`config.mk`:
```
export PLATFORM = sky130hd
export DESIGN_NAME = bcd_seq_converter
export DESIGN_NICKNAME = d
export VERILOG_FILES = /design/src/rtl/bcd_seq_converter_pkg.sv /design/src/rtl/bcd_digit_adj.sv /design/src/rtl/bcd_seq_converter.sv
export SDC_FILE = /design/constraint.sdc
export NUM_CORES = 1
export LEC_CHECK = 0
export ABC_CLOCK_PERIOD_IN_PS = 1950
export CAP_MARGIN = 15
export CORE_MARGIN = 4
export CORE_UTILIZATION = 35
export DETAILED_ROUTE_END_ITERATION = 6
export GPL_ROUTABILITY_DRIVEN = 0
export HOLD_SLACK_MARGIN = 0.08
export PLACE_DENSITY_LB_ADDON = 0.08
export SYNTH_ARGS = -nofsm -noshare
export SYNTH_HDL_FRONTEND = slang
export SYNTH_SLANG_ARGS = --single-unit
```
`constraint.sdc`:
```
create_clock -name clk -period 1.95 [get_ports clk]
set_clock_uncertainty 0.2 [all_clocks]
set_input_delay 0.39 -clock clk [delete_from_list [all_inputs] [get_ports clk]]
set_output_delay 0.39 -clock clk [all_outputs]
set_load 0.02 [all_outputs]
```
`src/rtl/bcd_seq_converter_pkg.sv`:
```
`default_nettype none
// ============================================================================
// Module   : bcd_seq_converter_pkg
// Brief    : State encoding and DIGITS legality helper for bcd_seq_converter.
// Revision : 1.0
// ============================================================================
package bcd_seq_converter_pkg;

  localparam logic [1:0] ST_IDLE  = 2'd0;
  localparam logic [1:0] ST_SHIFT = 2'd1;
  localparam logic [1:0] ST_DONE  = 2'd2;

  // Decimal digits needed to print the largest unsigned bin_w-bit value.
  function automatic int min_digits(input int bin_w);
    logic [127:0] v;
    int           d;
    v = (128'd1 << bin_w) - 128'd1;
    d = 0;
    while (v != 128'd0) begin
      v = v / 128'd10;
      d = d + 1;
    end
    return (d < 1) ? 1 : d;
  endfunction

endpackage
`default_nettype wire

```
`src/rtl/bcd_digit_adj.sv`:
```
`default_nettype none
// ============================================================================
// Module   : bcd_digit_adj
// Brief    : One double-dabble cell: adds 3 to a BCD digit that is >= 5.
// Revision : 1.0
// ============================================================================
module bcd_digit_adj (
  input  logic [3:0] digit_in,
  output logic [3:0] digit_out
);

  assign digit_out = (digit_in >= 4'd5) ? (digit_in + 4'd3) : digit_in;

endmodule
`default_nettype wire

```
`src/rtl/bcd_seq_converter.sv`:
```
`default_nettype none
// ============================================================================
// Module   : bcd_seq_converter
// Brief    : Iterative shift-and-add-3 binary-to-BCD converter, signed/unsigned.
// Revision : 1.0
// ============================================================================
module bcd_seq_converter
  import bcd_seq_converter_pkg::*;
#(
  parameter int BIN_W  = 16,
  parameter int DIGITS = 5
) (
  input  logic                  clk,
  input  logic                  rst_n,
  input  logic                  in_valid,
  output logic                  in_ready,
  input  logic [BIN_W-1:0]      bin_in,
  input  logic                  signed_mode,
  output logic                  out_valid,
  input  logic                  out_ready,
  output logic [4*DIGITS-1:0]   bcd_out,
  output logic                  neg
);

  localparam int CNT_W = $clog2(BIN_W + 1);
  localparam int BCD_W = 4 * DIGITS;

  if (BIN_W < 4) begin : g_bin_w_check
    $fatal(1, "bcd_seq_converter: BIN_W must be at least 4");
  end
  if (DIGITS < min_digits(BIN_W)) begin : g_digits_check
    $fatal(1, "bcd_seq_converter: DIGITS too small to hold 2^BIN_W-1");
  end

  logic [1:0]       state_q, state_d;
  logic [CNT_W-1:0] cnt_q, cnt_d;
  logic [BIN_W-1:0] mag_q, mag_d;
  logic [BCD_W-1:0] acc_q, acc_d;
  logic             neg_pend_q, neg_pend_d;
  logic [BCD_W-1:0] bcd_out_q, bcd_out_d;
  logic             neg_q, neg_d;
  logic             in_ready_q, in_ready_d;
  logic             out_valid_q, out_valid_d;

  logic                   w_accept;
  logic                   w_in_neg;
  logic [BIN_W-1:0]       w_in_mag;
  logic [BCD_W-1:0]       w_acc_adj;
  logic [BCD_W+BIN_W-1:0] w_shifted;

  assign w_accept = in_valid && in_ready_q;
  assign w_in_neg = signed_mode & bin_in[BIN_W-1];
  // Two's-complement negate stays BIN_W wide so the most-negative value maps to 2^(BIN_W-1).
  assign w_in_mag = w_in_neg ? (~bin_in + BIN_W'(1)) : bin_in;

  for (genvar i = 0; i < DIGITS; i++) begin : g_digit_adj
    bcd_digit_adj u_adj (
      .digit_in  (acc_q[4*i +: 4]),
      .digit_out (w_acc_adj[4*i +: 4])
    );
  end

  assign w_shifted = {w_acc_adj, mag_q} << 1;

  always_ff @(posedge clk or negedge rst_n) begin
    if (!rst_n) begin
      state_q     <= ST_IDLE;
      cnt_q       <= '0;
      mag_q       <= '0;
      acc_q       <= '0;
      neg_pend_q  <= 1'b0;
      bcd_out_q   <= '0;
      neg_q       <= 1'b0;
      in_ready_q  <= 1'b1;
      out_valid_q <= 1'b0;
    end else begin
      state_q     <= state_d;
      cnt_q       <= cnt_d;
      mag_q       <= mag_d;
      acc_q       <= acc_d;
      neg_pend_q  <= neg_pend_d;
      bcd_out_q   <= bcd_out_d;
      neg_q       <= neg_d;
      in_ready_q  <= in_ready_d;
      out_valid_q <= out_valid_d;
    end
  end

  always_comb begin
    state_d = state_q;
    case (state_q)
      ST_IDLE:  if (w_accept) state_d = ST_SHIFT;
      ST_SHIFT: if (cnt_q == CNT_W'(1)) state_d = ST_DONE;
      ST_DONE:  if (out_ready) state_d = ST_IDLE;
      default:  state_d = ST_IDLE;
    endcase
  end

  always_comb begin
    cnt_d       = cnt_q;
    mag_d       = mag_q;
    acc_d       = acc_q;
    neg_pend_d  = neg_pend_q;
    bcd_out_d   = bcd_out_q;
    neg_d       = neg_q;
    in_ready_d  = in_ready_q;
    out_valid_d = out_valid_q;
    case (state_q)
      ST_IDLE: begin
        if (w_accept) begin
          neg_pend_d = w_in_neg;
          mag_d      = w_in_mag;
          acc_d      = '0;
          cnt_d      = CNT_W'(BIN_W);
          in_ready_d = 1'b0;
        end
      end
      ST_SHIFT: begin
        {acc_d, mag_d} = w_shifted;
        cnt_d          = cnt_q - CNT_W'(1);
        // Published result and sign only move on the final iteration.
        if (cnt_q == CNT_W'(1)) begin
          bcd_out_d   = w_shifted[BCD_W+BIN_W-1 -: BCD_W];
          neg_d       = neg_pend_q;
          out_valid_d = 1'b1;
        end
      end
      ST_DONE: begin
        if (out_ready) begin
          out_valid_d = 1'b0;
          in_ready_d  = 1'b1;
        end
      end
      default: begin
        in_ready_d  = 1'b1;
        out_valid_d = 1'b0;
      end
    endcase
  end

  assign in_ready  = in_ready_q;
  assign out_valid = out_valid_q;
  assign bcd_out   = bcd_out_q;
  assign neg       = neg_q;

endmodule
`default_nettype wire

```
==> impl_results.md <==
- Syn_nets: 406
- Buffers & Inverters on Critical Path: 1
- GR Layer Usage met2: 0.2407
- PwrDens: 1276 mW/mm^2
- GR Layer Usage met3: 0.04239
- Ys Warns: 0
- Final cycle utilization of the critical path: 0.9669
- Aggregate global routing overflow: 0
- Fin worst setup slack: 0.06445 ns
- Cells after synthesis: 372
- 1st-pass router iterations: 4
- Vias in the first global route: 2,853
- Delay-heaviest family, CP: buffers and inverters
- Crit Path Class: reg -> out
- Total power after layout: 5.950 mW
- HP Class: reg -> reg
- Area Overhead vs Synth: 33.05%
- WL per Instance: 13.76 um
- Slew headroom: 0.6840
- CP Data Arrival Time: 1.30 ns
- FP Rows: 36
- Critical Path Sink Type: primary output
- Global-route wire length before repair: 13,540 um
- Pin count of the biggest net entering global routing: 68
- Post-synthesis sequential area ratio: 0.4786
- DRT antenna net count: 0
- H-tree level count: 3
- Die Wd: 108.1 um
- Synth Cell Area: 0.003506 mm^2
- Static leakage power: 2.188 nW
- Skew-Pair Late Insertion Delay: 0.34 ns
- Max Cap Viol: 0
- Reg clk slew, reported paths: 0.08 ns
- Crit path cell chain: clkdlybuf4s50_1
- Slew Viols, Final: 0
- Run status: finished, final reports clean
- Worst Path Max Fanout: 2
- Max Root-Sink Buffers: 2
- DPL Wire Length: 5721 um
- EDFF count, synth: 0
- Least-Margin Pin Slew: 0.4741 ns
- Dpl cells: 571
- Non-Filler Instances: 588
- Gr usage total: 0.1461
- DR vias/cell: 4.930
- Setup bufs post-CTS: 0
- IO Pins: 44
- # setup viols final: 0
- Dpl ws: -0.1794 ns
- Core footprint: 0.009774 mm^2
- Detailed Route Iter0 Violations: 110
- Fill cells: 946
- Design Area, Final: 0.004664 mm^2
- Initial Util: 0.3587
- Nets: 484
- Die extent in y: 108.1 um
- CTS sink count: 67
- Async SR Flop Fraction: 1.000
- DR vias: 2,899
- Register bit total from synthesis: 67
- ANT cells: 0
- Slowest-stage cell, CP: clkdlybuf4s50_1
- Clk root buf: clkbuf_8
- Die ar.: 0.01168 mm^2
- Setup TNS: 0 ns
- Syn avg cell area: 9.424 um^2
- Port bufs: 43
- Layout cells sized above 1: 0.1736
- CTS tree: done
- Initial antenna violation count: 0
- Startpoint Class: flip-flop
- Distinct cells, synth: 42
- RSZ-0062 raised after global routing: false
- Final Hold Vio Count: 0
- Busiest grt layer: met2
- Final design utilization: 0.4772
- CTS Buf Count: 9
- Post-placement cell area: 0.004393 mm^2
- Fmax: 0.5304 GHz
- Maximum VDD drop: 471.7 uV
- Ys flop type: dfrtp_1
- Crit path time final: 1.886 ns
- DRC violations left: 0
- Final WL: 8091 um
- GR Util met1: 0.1900
- Critical Path RT: 1.36 ns
- Worst hold slack: 0.2844 ns
- Worst path max stage delay: 0.60 ns
[synthesized netlist by cell type, types with 2 or more instances]
master | n | share of area
clkbuf_1 | 15 | 0.016
nand2b_1 | 7 | 0.012
nor4_1 | 3 | 0.0054
nor2_1 | 15 | 0.016
a32o_1 | 7 | 0.020
mux2_1 | 2 | 0.0064
dfrtp_1 | 66 | 0.47
a21oi_1 | 28 | 0.040
nand3b_1 | 3 | 0.0064
nor4_4 | 2 | 0.012
o21ai_0 | 16 | 0.023
mux2_2 | 5 | 0.016
nand4_1 | 3 | 0.0054
o21ai_1 | 45 | 0.064
xnor2_1 | 13 | 0.032
nor3b_1 | 9 | 0.019
mux2i_1 | 5 | 0.014
nand2_1 | 42 | 0.045
ha_1 | 13 | 0.046
buf_2 | 4 | 0.0057
a22oi_1 | 6 | 0.013
inv_1 | 16 | 0.017
nand3_1 | 17 | 0.024
nor3_1 | 12 | 0.017
[worst paths after layout]
kind | start | to | slack (ns) | cells past startpoint
setup / recovery | bcd_out[15] | bcd_out[15] | 0.06 | 1
hold / removal | bcd_out[9] | bcd_out[9] | 0.28 | 2
setup reg to reg | acc_q[12] | acc_q[14] | 0.14 | 6
hold reg to reg | bcd_out[9] | bcd_out[9] | 0.28 | 2
max in group asynchronous | rst_n | in_ready | 0.82 | 3
min in group asynchronous | rst_n | bcd_out[9] | 0.39 | 3
[worst reg2reg max path, cell delays in order, from the launching register on]
cell and delay [ns]:
dfrtp_1 0.42, inv_1 0.11, ha_2 0.23, nand2b_1 0.10, a21oi_2 0.19, mux2_2 0.37
o21ai_1 0.12
[layout make-up]
type,count,area [um^2],share of cell area
multi-input combinational,268,1714,0.3675
sequential,67,1678,0.3597
timing repair buffer,88,844.6,0.1811
tap,133,166.4,0.03568
clock buffer,10,137.6,0.02951
clock inverter,6,63.81,0.01368
inverter,16,60.06,0.01288
[registers in the layout, summed over array words and instances (netlist names)]
name        flops
acc_q          20
bcd_out        20
cnt_q           5
in_ready        1
mag_q          16
neg             1
neg_pend_q      1
out_valid       1
state_q         2
[logic make-up after synthesis]
| group | after synthesis | share of synthesized area |
|---|---|---|
| compound gates | 109 | 0.1788 |
| flops | 67 | 0.4786 |
| mux | 12 | 0.03676 |
| xor+xnor | 13 | 0.03248 |
| fa+ha+maj | 13 | 0.04640 |
| buf+inv | 37 | 0.04140 |
| simple gates | 121 | 0.1856 |
[where the power goes]
group	switching (mW)	total, mW	internal, mW	leakage, nW
clock	0.545	1.17	0.625	0.0987
combinational	1.33	2.49	1.16	1.21
sequential	0.421	2.30	1.87	0.884
total	2.29	5.95	3.66	2.19
[repair_timing]
| item | CTS | global route |
|---|---|---|
| endpoints found under the hold margin | 66 | 0 |
| setup endpoints to repair | 1 | 37 |
| resized for setup | 1 | 20 |
| pin swaps | 0 | 1 |
| hold buffers | 1 | 0 |
[per-layer routing]
metal / share of wire / wire, um
met5: 0 / 0
met3: 0.034 / 273
met2: 0.47 / 3843
met1: 0.49 / 3936
met4: 0.0047 / 38
[cell usage in the layout, fill, tap and decap left out, drive strengths merged, types with 13 or more instances in the layout]
cell type	n
dfrtp	66
o21ai	61
buf	45
nand2	43
clkdlybuf4s50	29
a21oi	28
nand3	18
inv	17
nor2	15
xnor2	13
ha	13
No activity file was read; power rests on OpenSTA's default activity.
